File: src/rtl/mem_ctrl_pkg.sv
// Shared types and constants for the memory-operation controller.
package mem_ctrl_pkg;

  typedef enum logic [1:0] {
    IDLE     = 2'd0,
    ACCESS   = 2'd1,
    COMPLETE = 2'd2
  } state_t;

  localparam logic [1:0] SZ_BYTE = 2'b00;
  localparam logic [1:0] SZ_HALF = 2'b01;
  localparam logic [1:0] SZ_WORD = 2'b10;

  localparam int unsigned WAIT_CNT_W = 4;

endpackage

File: src/rtl/mem_lane_steer.sv
// Combinational little-endian lane steering, read extraction and alignment check.
// Optional sign extension of sub-word reads under MEMCTRL_SIGN_EXT_EN.
module mem_lane_steer
  import mem_ctrl_pkg::*;
(
  input  logic [1:0]  size,
  input  logic [1:0]  addr_lo,
  input  logic [31:0] wdata,
  input  logic [31:0] ram_rdata,
`ifdef MEMCTRL_SIGN_EXT_EN
  input  logic        sign_ext,
`endif
  output logic [3:0]  ram_be,
  output logic [31:0] ram_wdata,
  output logic [31:0] rdata_ext,
  output logic        misaligned
);

  always_comb begin
    ram_be     = '0;
    ram_wdata  = '0;
    rdata_ext  = '0;
    misaligned = 1'b0;
    case (size)
      SZ_BYTE: begin
        ram_be    = 4'b0001 << addr_lo;
        ram_wdata = {4{wdata[7:0]}};
        case (addr_lo)
          2'd0:    rdata_ext = {24'd0, ram_rdata[7:0]};
          2'd1:    rdata_ext = {24'd0, ram_rdata[15:8]};
          2'd2:    rdata_ext = {24'd0, ram_rdata[23:16]};
          default: rdata_ext = {24'd0, ram_rdata[31:24]};
        endcase
`ifdef MEMCTRL_SIGN_EXT_EN
        if (sign_ext) rdata_ext[31:8] = {24{rdata_ext[7]}};
`endif
      end
      SZ_HALF: begin
        ram_be     = addr_lo[1] ? 4'b1100 : 4'b0011;
        ram_wdata  = {2{wdata[15:0]}};
        rdata_ext  = addr_lo[1] ? {16'd0, ram_rdata[31:16]} : {16'd0, ram_rdata[15:0]};
        misaligned = addr_lo[0];
`ifdef MEMCTRL_SIGN_EXT_EN
        if (sign_ext) rdata_ext[31:16] = {16{rdata_ext[15]}};
`endif
      end
      default: begin
        // reserved size 11 behaves as a word access
        ram_be     = 4'b1111;
        ram_wdata  = wdata;
        rdata_ext  = ram_rdata;
        misaligned = (addr_lo != 2'b00);
      end
    endcase
  end

endmodule

File: src/rtl/mem_op_controller.sv
// Memory-operation sequencer: MFA/MOC handshake, wait-state insertion, RAM lane control.
// Build option MEMCTRL_SIGN_EXT_EN adds the sign_ext input for signed sub-word loads.
module mem_op_controller
  import mem_ctrl_pkg::*;
#(
  parameter int unsigned ADDR_W      = 8,
  parameter int unsigned WAIT_STATES = 2
) (
  input  logic              clk,
  input  logic              reset,
  input  logic              MFA,
  input  logic              RW,
  input  logic [1:0]        size,
  input  logic [ADDR_W-1:0] addr,
  input  logic [31:0]       wdata,
  output logic              MOC,
  output logic [31:0]       rdata,
  output logic              err,
  output logic              busy,
  output logic              ram_en,
  output logic              ram_we,
  output logic [3:0]        ram_be,
  output logic [ADDR_W-1:0] ram_addr,
  output logic [31:0]       ram_wdata,
  input  logic [31:0]       ram_rdata
`ifdef MEMCTRL_SIGN_EXT_EN
  ,input logic              sign_ext
`endif
);

  state_t                state, state_nx;
  logic [WAIT_CNT_W-1:0] cnt;
  logic                  cap_rw;
  logic [1:0]            cap_size;
  logic [ADDR_W-1:0]     cap_addr;
  logic [31:0]           cap_wdata;
  logic [1:0]            st_size;
  logic [1:0]            st_addr;
  logic [3:0]            be_raw;
  logic [31:0]           rdata_ext;
  logic                  misaligned;

  // In IDLE the steering unit looks at the live request so alignment is known at capture.
  assign st_size  = (state == IDLE) ? size      : cap_size;
  assign st_addr  = (state == IDLE) ? addr[1:0] : cap_addr[1:0];
  assign ram_addr = {cap_addr[ADDR_W-1:2], 2'b00};

`ifdef MEMCTRL_SIGN_EXT_EN
  logic cap_sext;
`endif

  mem_lane_steer u_steer (
    .size       (st_size),
    .addr_lo    (st_addr),
    .wdata      (cap_wdata),
    .ram_rdata  (ram_rdata),
`ifdef MEMCTRL_SIGN_EXT_EN
    .sign_ext   (cap_sext),
`endif
    .ram_be     (be_raw),
    .ram_wdata  (ram_wdata),
    .rdata_ext  (rdata_ext),
    .misaligned (misaligned)
  );

  always_ff @(posedge clk or negedge reset) begin
    if (!reset) state <= IDLE;
    else        state <= state_nx;
  end

  always_comb begin
    state_nx = state;
    case (state)
      IDLE:     if (MFA) state_nx = misaligned ? COMPLETE : ACCESS;
      ACCESS:   if (cnt == '0) state_nx = COMPLETE;
      COMPLETE: if (!MFA) state_nx = IDLE;
      default:  state_nx = IDLE;
    endcase
  end

  always_comb begin
    busy   = (state != IDLE);
    ram_en = (state == ACCESS);
    ram_we = ram_en & ~cap_rw;
    ram_be = ram_en ? be_raw : '0;
  end

  always_ff @(posedge clk or negedge reset) begin
    if (!reset) begin
      cnt       <= '0;
      cap_rw    <= 1'b0;
      cap_size  <= '0;
      cap_addr  <= '0;
      cap_wdata <= '0;
      rdata     <= '0;
      MOC       <= 1'b0;
      err       <= 1'b0;
`ifdef MEMCTRL_SIGN_EXT_EN
      cap_sext  <= 1'b0;
`endif
    end else begin
      if (state == IDLE && MFA) begin
        cnt       <= WAIT_CNT_W'(WAIT_STATES);
        cap_rw    <= RW;
        cap_size  <= size;
        cap_addr  <= addr;
        cap_wdata <= wdata;
`ifdef MEMCTRL_SIGN_EXT_EN
        cap_sext  <= sign_ext;
`endif
      end else if (state == ACCESS && cnt != '0) begin
        cnt <= cnt - WAIT_CNT_W'(1);
      end
      if (state == ACCESS && cnt == '0 && cap_rw) rdata <= rdata_ext;
      MOC <= (state_nx == COMPLETE);
      if (state == IDLE)          err <= MFA & misaligned;
      else if (state_nx == IDLE)  err <= 1'b0;
    end
  end

endmodule

File: config.mk
export PLATFORM = sky130hd
export DESIGN_NAME = mem_op_controller
export DESIGN_NICKNAME = d
export VERILOG_FILES = /design/src/rtl/mem_ctrl_pkg.sv /design/src/rtl/mem_lane_steer.sv /design/src/rtl/mem_op_controller.sv
export SDC_FILE = /design/constraint.sdc
export NUM_CORES = 1
export LEC_CHECK = 0
export CAP_MARGIN = 40
export CORE_AREA = 2 2 109 111
export DETAILED_ROUTE_END_ITERATION = 8
export DIE_AREA = 0 0 111 113
export PLACE_DENSITY = 0.71
export SLEW_MARGIN = 20
export SYNTH_ARGS = -nofsm -noshare
export SYNTH_HDL_FRONTEND = slang
export SYNTH_HIERARCHICAL = 1
export SYNTH_SLANG_ARGS = --single-unit
File: constraint.sdc
create_clock -name clk -period 2.5 [get_ports clk]
set_input_delay 0.75 -clock clk [delete_from_list [all_inputs] [get_ports clk]]
set_output_delay 0.75 -clock clk [all_outputs]
set_load 0.05 [all_outputs]
; Yosys cells after proc, flatten, opt, wreduce, memory -nomap -nowiden
; Cells that the tools add are included.
[word_totals]
register_bits = 83
in_bits = 78
out_inout_bits = 81
wordCells = 53
[classes]
add_sub_neg = 1
eq_ne = 6
shift = 1
n_mux = 19
bitwise_logic = 3
n_reduce_logical = 14
[ops]
columns = cell, n
row1 = 32-bit one-hot mux with 2 select lines, 2
row2 = 8-bit one-hot mux with 3 select lines, 1
row3 = 16-bit 2-to-1 mux, 1
row4 = 4-bit 2-to-1 mux, 4
row5 = 2-bit 2-to-1 mux, 6
row6 = 2-bit zero test, 4
row7 = 4-bit one-hot mux with 2 select lines, 1
row8 = 2-bit nonzero test, 4
row9 = "2-bit by 1-bit equality test with 1-bit output, second input constant", 3
row10 = "2-bit equality test, second input constant", 3
row11 = 2-bit one-hot mux with 3 select lines, 1
row12 = 1-bit logical AND, 4
row13 = 4-bit zero test, 1
row14 = 4-bit nonzero test, 1
row15 = "1-bit by 2-bit << shifter with 4-bit output, first input constant", 1
row16 = "4-bit by 1-bit subtractor with 4-bit output, second input constant", 1
row17 = 1-bit AND, 2
row18 = 1-bit 2-to-1 mux, 2
row19 = 1-bit one-hot mux with 2 select lines, 1
row20 = 1-bit inverter, 1

; Logic depth before layout (Yosys ltp)
; Gate-level depths: netlist of run 1.
[logic_depth]
word_depth = 10
ltp_mapped = 10
mapped_depth_nobuf = 7

; By module
; The synthesis of run 1 kept the hierarchy.
[modules_own_cells]
columns = module, n_inst, cells_each, area_per_inst_um2
row1 = mem_op_controller, 1, 223, 3499.6
row2 = mem_lane_steer, 1, 154, 1054.8

; Worst setup path before layout of run 1
; No wires, ideal clock.
[synth_timing]
path_kind = reg2out
from = register state[0]
to = output ram_wdata[24]
arrival_time_ns = 2.677
slack_ns = -0.927
path_stages_with_launch = 8
path_buffers = 3
cell_sequence = dfrtp_1 > buf_2 > nor2_1 > mux2_2 > buf_2 > buf_4 > mux2i_1 > o21ai_0
[synth_via]
elab_chain_cells = 4
word_cells_on_any_way = 5
[synth_rtl]
columns = item, line
row1 = start: declaration, mem_op_controller.sv:31  ; state_t state, state_nx;
row2 = start signal: assignment, mem_op_controller.sv:68  ; else state <= state_nx;
row3 = 2-bit zero test *, mem_op_controller.sv:44  ; assign st_size = (state == IDLE) ? size : cap_size;
row4 = 2-bit 2-to-1 mux *, mem_op_controller.sv:44
row5 = via st_size[0], mem_op_controller.sv:37  ; logic [1:0] st_size;
row6 = 2-bit by 1-bit equality test with 1-bit output / 2-bit zero test (equally long branches), mem_lane_steer.sv:24  ; case (size)
row7 = 32-bit one-hot mux with 2 select lines *, mem_lane_steer.sv:24
row8 = end: declaration, mem_op_controller.sv:24  ; output logic [31:0] ram_wdata,
; Mark *: on every way through the listed nets, which the timed path passes. The rest lies on a longest branch.

; Final worst setup path of run 1
[layout_timing]
from = register state[1]
to = output ram_be[2]
[layout_via]
elab_chain_cells = 5
word_cells_on_any_way = 10
[layout_rtl]
columns = item, line
row1 = 2-bit zero test *, mem_op_controller.sv:44
row2 = 2-bit 2-to-1 mux *, mem_op_controller.sv:44
row3 = via st_size[0], mem_op_controller.sv:37
row4 = 2-bit by 1-bit equality test with 1-bit output / 2-bit zero test (equally long branches), mem_lane_steer.sv:24
row5 = 4-bit one-hot mux with 2 select lines *, mem_lane_steer.sv:24
row6 = via be_raw[2], mem_op_controller.sv:39  ; logic [3:0] be_raw;
row7 = 4-bit 2-to-1 mux *, mem_op_controller.sv:85  ; ram_be = ram_en ? be_raw : '0;
row8 = end: declaration, mem_op_controller.sv:22  ; output logic [3:0] ram_be,
; Marks and branches as above.

==> results.json, run 1 <==
{
  "status": "finished, violations left",
  "failed_checks": "negative setup slack",
  "ys_ff_latch": 83,
  "rsz0062_at_grt": "yes",
  "cts_sinks": 83,
  "ys_warn_count": 6,
  "portBuffers": 156,
  "synth_top_cell_area_share_pct": 45.6,
  "slowest_delay_ns": 0.40,
  "num_rows": 39,
  "stdcell_area_mm2": 0.00725,
  "holdWs_ns": 0.376,
  "final_util_pct": 64.4,
  "fillers": 901,
  "postSynthCellCount": 377,
  "drv_cap": 0,
  "drv_slew": 0,
  "drc_errors": 0,
  "diodes": 0,
  "post_synth.cell_area_avg_um2": 12.1,
  "synth.most_common_cell": "dfrtp_1",
  "end_kind": "primary output",
  "critPathArrivalTime_ns": 2.08,
  "avgViaCountPerCell": 5.11,
  "globalRouteOverflowTotal": 0,
  "synth_ff_type": "dfrtp_1",
  "postCtsHoldBufs": 0,
  "setup_viol": 28,
  "yosysSeqAreaShare_pct": 45.6,
  "worstPathRequired_ns": 1.75,
  "htreeDepth": 3,
  "path_clk_slew_ns": 0.06,
  "worstMarginPinSlew_ns": 0.538,
  "drt_first_iter_violations": 159,
  "fin_crit_ns": 2.83,
  "wl_mm": 12.5,
  "yosys-top-cells-count": "dfrtp_1, mux2_2, nand2_1",
  "fmax_mhz": 353,
  "cts_tree": "yes",
  "grt_max_degree": 49,
  "skew_ns": 0.00658,
  "post-place-cells": 666,
  "ios": 159,
  "yosys.area.top_type": "dfrtp_1",
  "via_count": 3520,
  "grt_util_all_layers_pct": 20.6,
  "start_util_pct": 40.4,
  "synthArstFlopShare_pct": 100,
  "netlist_area_mm2": 0.00455,
  "synth_edf_count": 0,
  "finalCritPeriodShare_pct": 113,
  "hpwl_mm": 9.07,
  "hold_class": "in -> async",
  "post_drt_wl_per_cell_um": 18.1,
  "core_area_mm2": 0.0113,
  "cp-start-kind": "flip-flop",
  "placed_cell_area_mm2": 0.00669,
  "layout-drive-gt1-share_pct": 40.8,
  "clock_latency_ns": 0.34,
  "worstPathCellList": "nor2_4 -> mux2_4 -> buf_12 -> nor2b_4 -> nor2_4 -> or2_1 -> and2_4 -> buf_12",
  "synth_area_leaders": "dfrtp_1, mux2_2, mux2_4",
  "drtAntennaViolNets": 0,
  "drtPass1Iterations": 4,
  "layout.nets": 621,
  "cts-root-buf": "clkbuf_16",
  "grt_pass1_wl_mm": 20.3,
  "hold_viol": 0,
  "dieArea_mm2": 0.0125,
  "ys_types": 42,
  "syn_to_final_growth_pct": 59.3,
  "grt_pass1_vias": 3828,
  "slew-limit-headroom_pct": 64.0,
  "die_w_um": 111,
  "antenna_found_initial": 0,
  "place_congestion": 0.817,
  "cts.path.max_buffers": 2,
  "worstSetupPathType": "reg -> out",
  "critPathSlowestCell": "dfrtp_1",
  "die_h_um": 113,
  "path_max_fanout": 3,
  "cts_buffers": 9,
  "fin_cells": 689,
  "setup_slack_ns": -0.333
}
## placed cells by master (no fill, tap or decap), types with 2 or more instances in the layout
master / instances
a21oi_1: 3
a22o_1: 7
a22oi_1: 6
and2_1: 16
and2_4: 4
buf_12: 38
buf_4: 27
buf_6: 4
clkbuf_16: 9
clkbuf_8: 4
clkdlybuf4s15_1: 2
clkdlybuf4s50_1: 120
conb_1: 2
dfrtp_1: 83
dlygate4sd2_1: 2
inv_1: 5
inv_2: 2
mux2_2: 55
mux2_4: 44
mux2i_2: 8
mux4_2: 2
nand2_1: 29
nand2_2: 3
nand2b_1: 4
nand3_1: 2
nor2_1: 8
nor2_4: 4
nor3_1: 7
o21ai_0: 14
o21ai_4: 8
o22ai_1: 2
## through the flow
step	setup TNS (ns)	setup WS, ns
after floorplan	-0.651	-0.0485
after global placement	-19.76	-0.576
after detailed placement	-21.87	-0.631
after CTS	-7.09	-0.346
after global routing	-8.96	-0.405
final	-7.30	-0.333
## registers in the layout, summed over array words and instances, names as in the netlist
| register | cells |
|---|---|
| cnt | 4 |
| cap_wdata | 32 |
| cap_size | 2 |
| cap_rw | 1 |
| cap_addr | 8 |
| err | 1 |
| MOC | 1 |
| rdata | 32 |
| state | 2 |
## worst paths after layout
| kind | from | endpoint | slack, ns | cells after the start |
|---|---|---|---|---|
| worst max register to register | state[1]$_DFF_PN0_ | rdata[13]$_DFFE_PN0P_ | 0.10 | 9 |
| worst min register to register | cap_addr[1]$_DFFE_PN0P_ | cap_addr[1]$_DFFE_PN0P_ | 0.51 | 1 |
| min in group clk | cap_addr[1]$_DFFE_PN0P_ | cap_addr[1]$_DFFE_PN0P_ | 0.51 | 1 |
| max in group asynchronous | reset | cap_wdata[25]$_DFFE_PN0P_ | 1.48 | 2 |
| worst min-delay path | reset | rdata[12]$_DFFE_PN0P_ | 0.38 | 1 |
| worst max-delay path | state[1]$_DFF_PN0_ | ram_be[2] | -0.33 | 8 |
## repair_timing
action                     4_1_cts  5_1_grt
setup endpoints to repair       33       32
gates cloned                     2        0
pin swaps                        5        6
buffers inserted                 5        5
resized for setup               40        7
## kinds of logic after synthesis
kind of cell,Yosys count,synth area share [%]
AO/OA/AOI/OAI,48,6.90
adder cells (fa/ha/maj),1,0.275
buffers and inverters,48,6.95
flip-flops,83,45.6
multiplexers,110,29.9
other,1,0.0823
AND/OR/NAND/NOR,86,10.3
## layer usage
metal / up-vias / GRT usage, % / part of all wire [%]
met2: 144 / 34.8 / 49
li1: 1637 / - / -
met3: 15 / 6.70 / 8.1
met5: - / 0 / 0
met1: 1724 / 24.7 / 42
met4: 0 / 7.42 / 1.7
## area by class of cell
class	count	area [um^2]	share of cell area, %
clock buffers	14	284	3.92
well taps	143	179	2.47
inverters	7	26.3	0.362
flip-flops and latches	83	2080	28.6
clock inverters	1	30.0	0.414
repair buffers	194	2260	31.2
multi-input cells	247	2400	33.0
## worst max-delay path: cells and delay by family (launching register included)
| kind | cells | cell delay [ns] |
|---|---|---|
| flip-flops | 1 | 0.40 |
| multiplexers | 1 | 0.36 |
| AND/OR/NAND/NOR | 5 | 0.71 |
| buffers and inverters | 2 | 0.28 |
Power of run 1 is left out: the tool's default activity adds up to more than one toggle a clock period on the data nets, which glitch-free logic cannot reach.
==> inputs of run 2 (changes only) <==
PLACE_DENSITY = 0.75   (was 0.71)
==> run 2 against run 1 <==
Compared with the run above: the run still ends with negative setup slack left; final cell count increased by 0.44%; flip-flop and latch count unchanged; global-route usage increased by 0.78 points; setup slack got worse by 0.024 ns; fmax decreased by 0.84%; clock skew decreased by 0.0017 ns; critical path type is now in -> out.
==> results.json, run 2 (synthesized netlist as in run 1, its figures left out) <==
{
  "hold_class": "in -> async",
  "mostFrequentLayoutCell": "clkdlybuf4s50_1",
  "drtAntennaViolNets": 0,
  "drt_first_iter_violations": 104,
  "critPathSlowestCell": "mux2_4",
  "r2r_start": "state[1]$_DFF_PN0_",
  "path_delay_family": "simple AND/OR/NAND/NOR gates",
  "via_count": 3570,
  "reg2reg_slack_ns": 0.11,
  "multiInputGateArea_mm2": 0.00240,
  "critPathArrivalTime_ns": 2.11,
  "drv_cap": 0,
  "dieArea_mm2": 0.0125,
  "slew-limit-headroom_pct": 63.4,
  "fin_crit_ns": 2.86,
  "finalCritPeriodShare_pct": 114,
  "post-place-cells": 664,
  "grt_util_all_layers_pct": 21.3,
  "fin_cells": 692,
  "layout-drive-gt1-share_pct": 41.5,
  "clock_latency_ns": 0.34,
  "core_area_mm2": 0.0113,
  "antenna_found_initial": 0,
  "layout.nets": 623,
  "cts-root-buf": "clkbuf_16",
  "grt_pass1_vias": 3893,
  "syn_to_final_growth_pct": 61.1,
  "slowest_delay_ns": 0.30,
  "grt_max_degree": 49,
  "num_rows": 39,
  "grt_pass1_wl_mm": 20.9,
  "ios": 159,
  "layout_common_cells": "clkdlybuf4s50_1, dfrtp_1, mux2_2, mux2_4, buf_12",
  "portBuffers": 156,
  "path_clk_slew_ns": 0.06,
  "failed_checks": "negative setup slack",
  "path_max_fanout": 3,
  "drtPass1Iterations": 4,
  "hpwl_mm": 9.31,
  "setup_viol": 28,
  "cts.path.max_buffers": 2,
  "worstPathCellList": "dlygate4sd2_1 -> mux2_4 -> buf_12 -> nor2b_4 -> nor2_4 -> or2_1 -> and2_4 -> buf_12",
  "end_kind": "primary output",
  "htreeDepth": 3,
  "globalRouteOverflowTotal": 0,
  "worstSetupPathType": "in -> out",
  "worstMarginPinSlew_ns": 0.547,
  "avgViaCountPerCell": 5.16,
  "drc_errors": 0,
  "cp-startpoint": "size[0]",
  "post_drt_wl_per_cell_um": 18.6,
  "cp-start-kind": "primary input",
  "die_h_um": 113,
  "cp_common_cell": "buf_12",
  "setup_tns_ns": -8.30,
  "worst-path-buf-inv": 3,
  "drv_slew": 0,
  "fillers": 882,
  "cts_sinks": 83,
  "cts_buffers": 9,
  "setup_slack_ns": -0.357,
  "worstPathRequired_ns": 1.75,
  "rr_worst_depth": 9,
  "hold_viol": 0,
  "seq_area_mm2": 0.00208,
  "cts_tree": "yes",
  "r2r-end": "rdata[15]$_DFFE_PN0P_",
  "fmax_mhz": 350,
  "status": "finished, violations left",
  "rsz0062_at_grt": "yes",
  "reg_top3": "cap_wdata x32, rdata x32, cap_addr x8",
  "die_w_um": 111,
  "wl_mm": 12.9,
  "skew_ns": 0.00488,
  "diodes": 0,
  "place_congestion": 0.818,
  "postCtsHoldBufs": 0,
  "start_util_pct": 40.4
}
-- run 2: area by class of cell --
cell class | instances | share of cell area (%)
clock buffer | 16 | 4.25
inverter | 7 | 0.392
multi-input combinational | 247 | 32.7
sequential | 83 | 28.3
tap | 143 | 2.44
timing repair buffer | 196 | 31.9
-- run 2: per-stage QoR --
step | cell area, um^2 | setup slack, ns | hold slack [ns] | util [%]
detailed placement | 6690 | -0.600 | 0.494 | 59.3
global route | 7340 | -0.421 | 0.404 | 65.1
CTS | 7290 | -0.366 | 0.376 | 64.7
floorplan | 4690 | -0.0485 | 0.454 | -
finish | 7340 | -0.357 | 0.365 | 65.1
global placement | 6690 | -0.579 | 0.484 | 59.3
-- run 2: timing repair --
item                       CTS  global route
setup buffers                7             2
setup endpoints to repair   33            36
gates resized for setup     46            10
pin swaps                    5             9
cloned                       3             0
-- run 2: worst max path at each step --
stage	endpoint	slack (ns)	cells after the start
finish	ram_be[2]	-0.36	8
global route	ram_be[2]	-0.42	8
CTS	ram_be[2]	-0.37	8
detailed placement	ram_be[2]	-0.60	8
global placement	ram_be[2]	-0.58	8
floorplan	ram_be[2]	-0.05	7
-- run 2: per-layer routing --
metal / part of all wire (%) / routed length [um] / global-route usage [%] / up-vias
met5: 0 / 0 / 0 / -
met4: 1.8 / 232 / 7.75 / 0
met3: 8.9 / 1140 / 6.11 / 16
met2: 48 / 6120 / 35.5 / 154
met1: 42 / 5360 / 26.7 / 1761
li1: - / - / - / 1639
Power of run 2 is left out for the same reason.
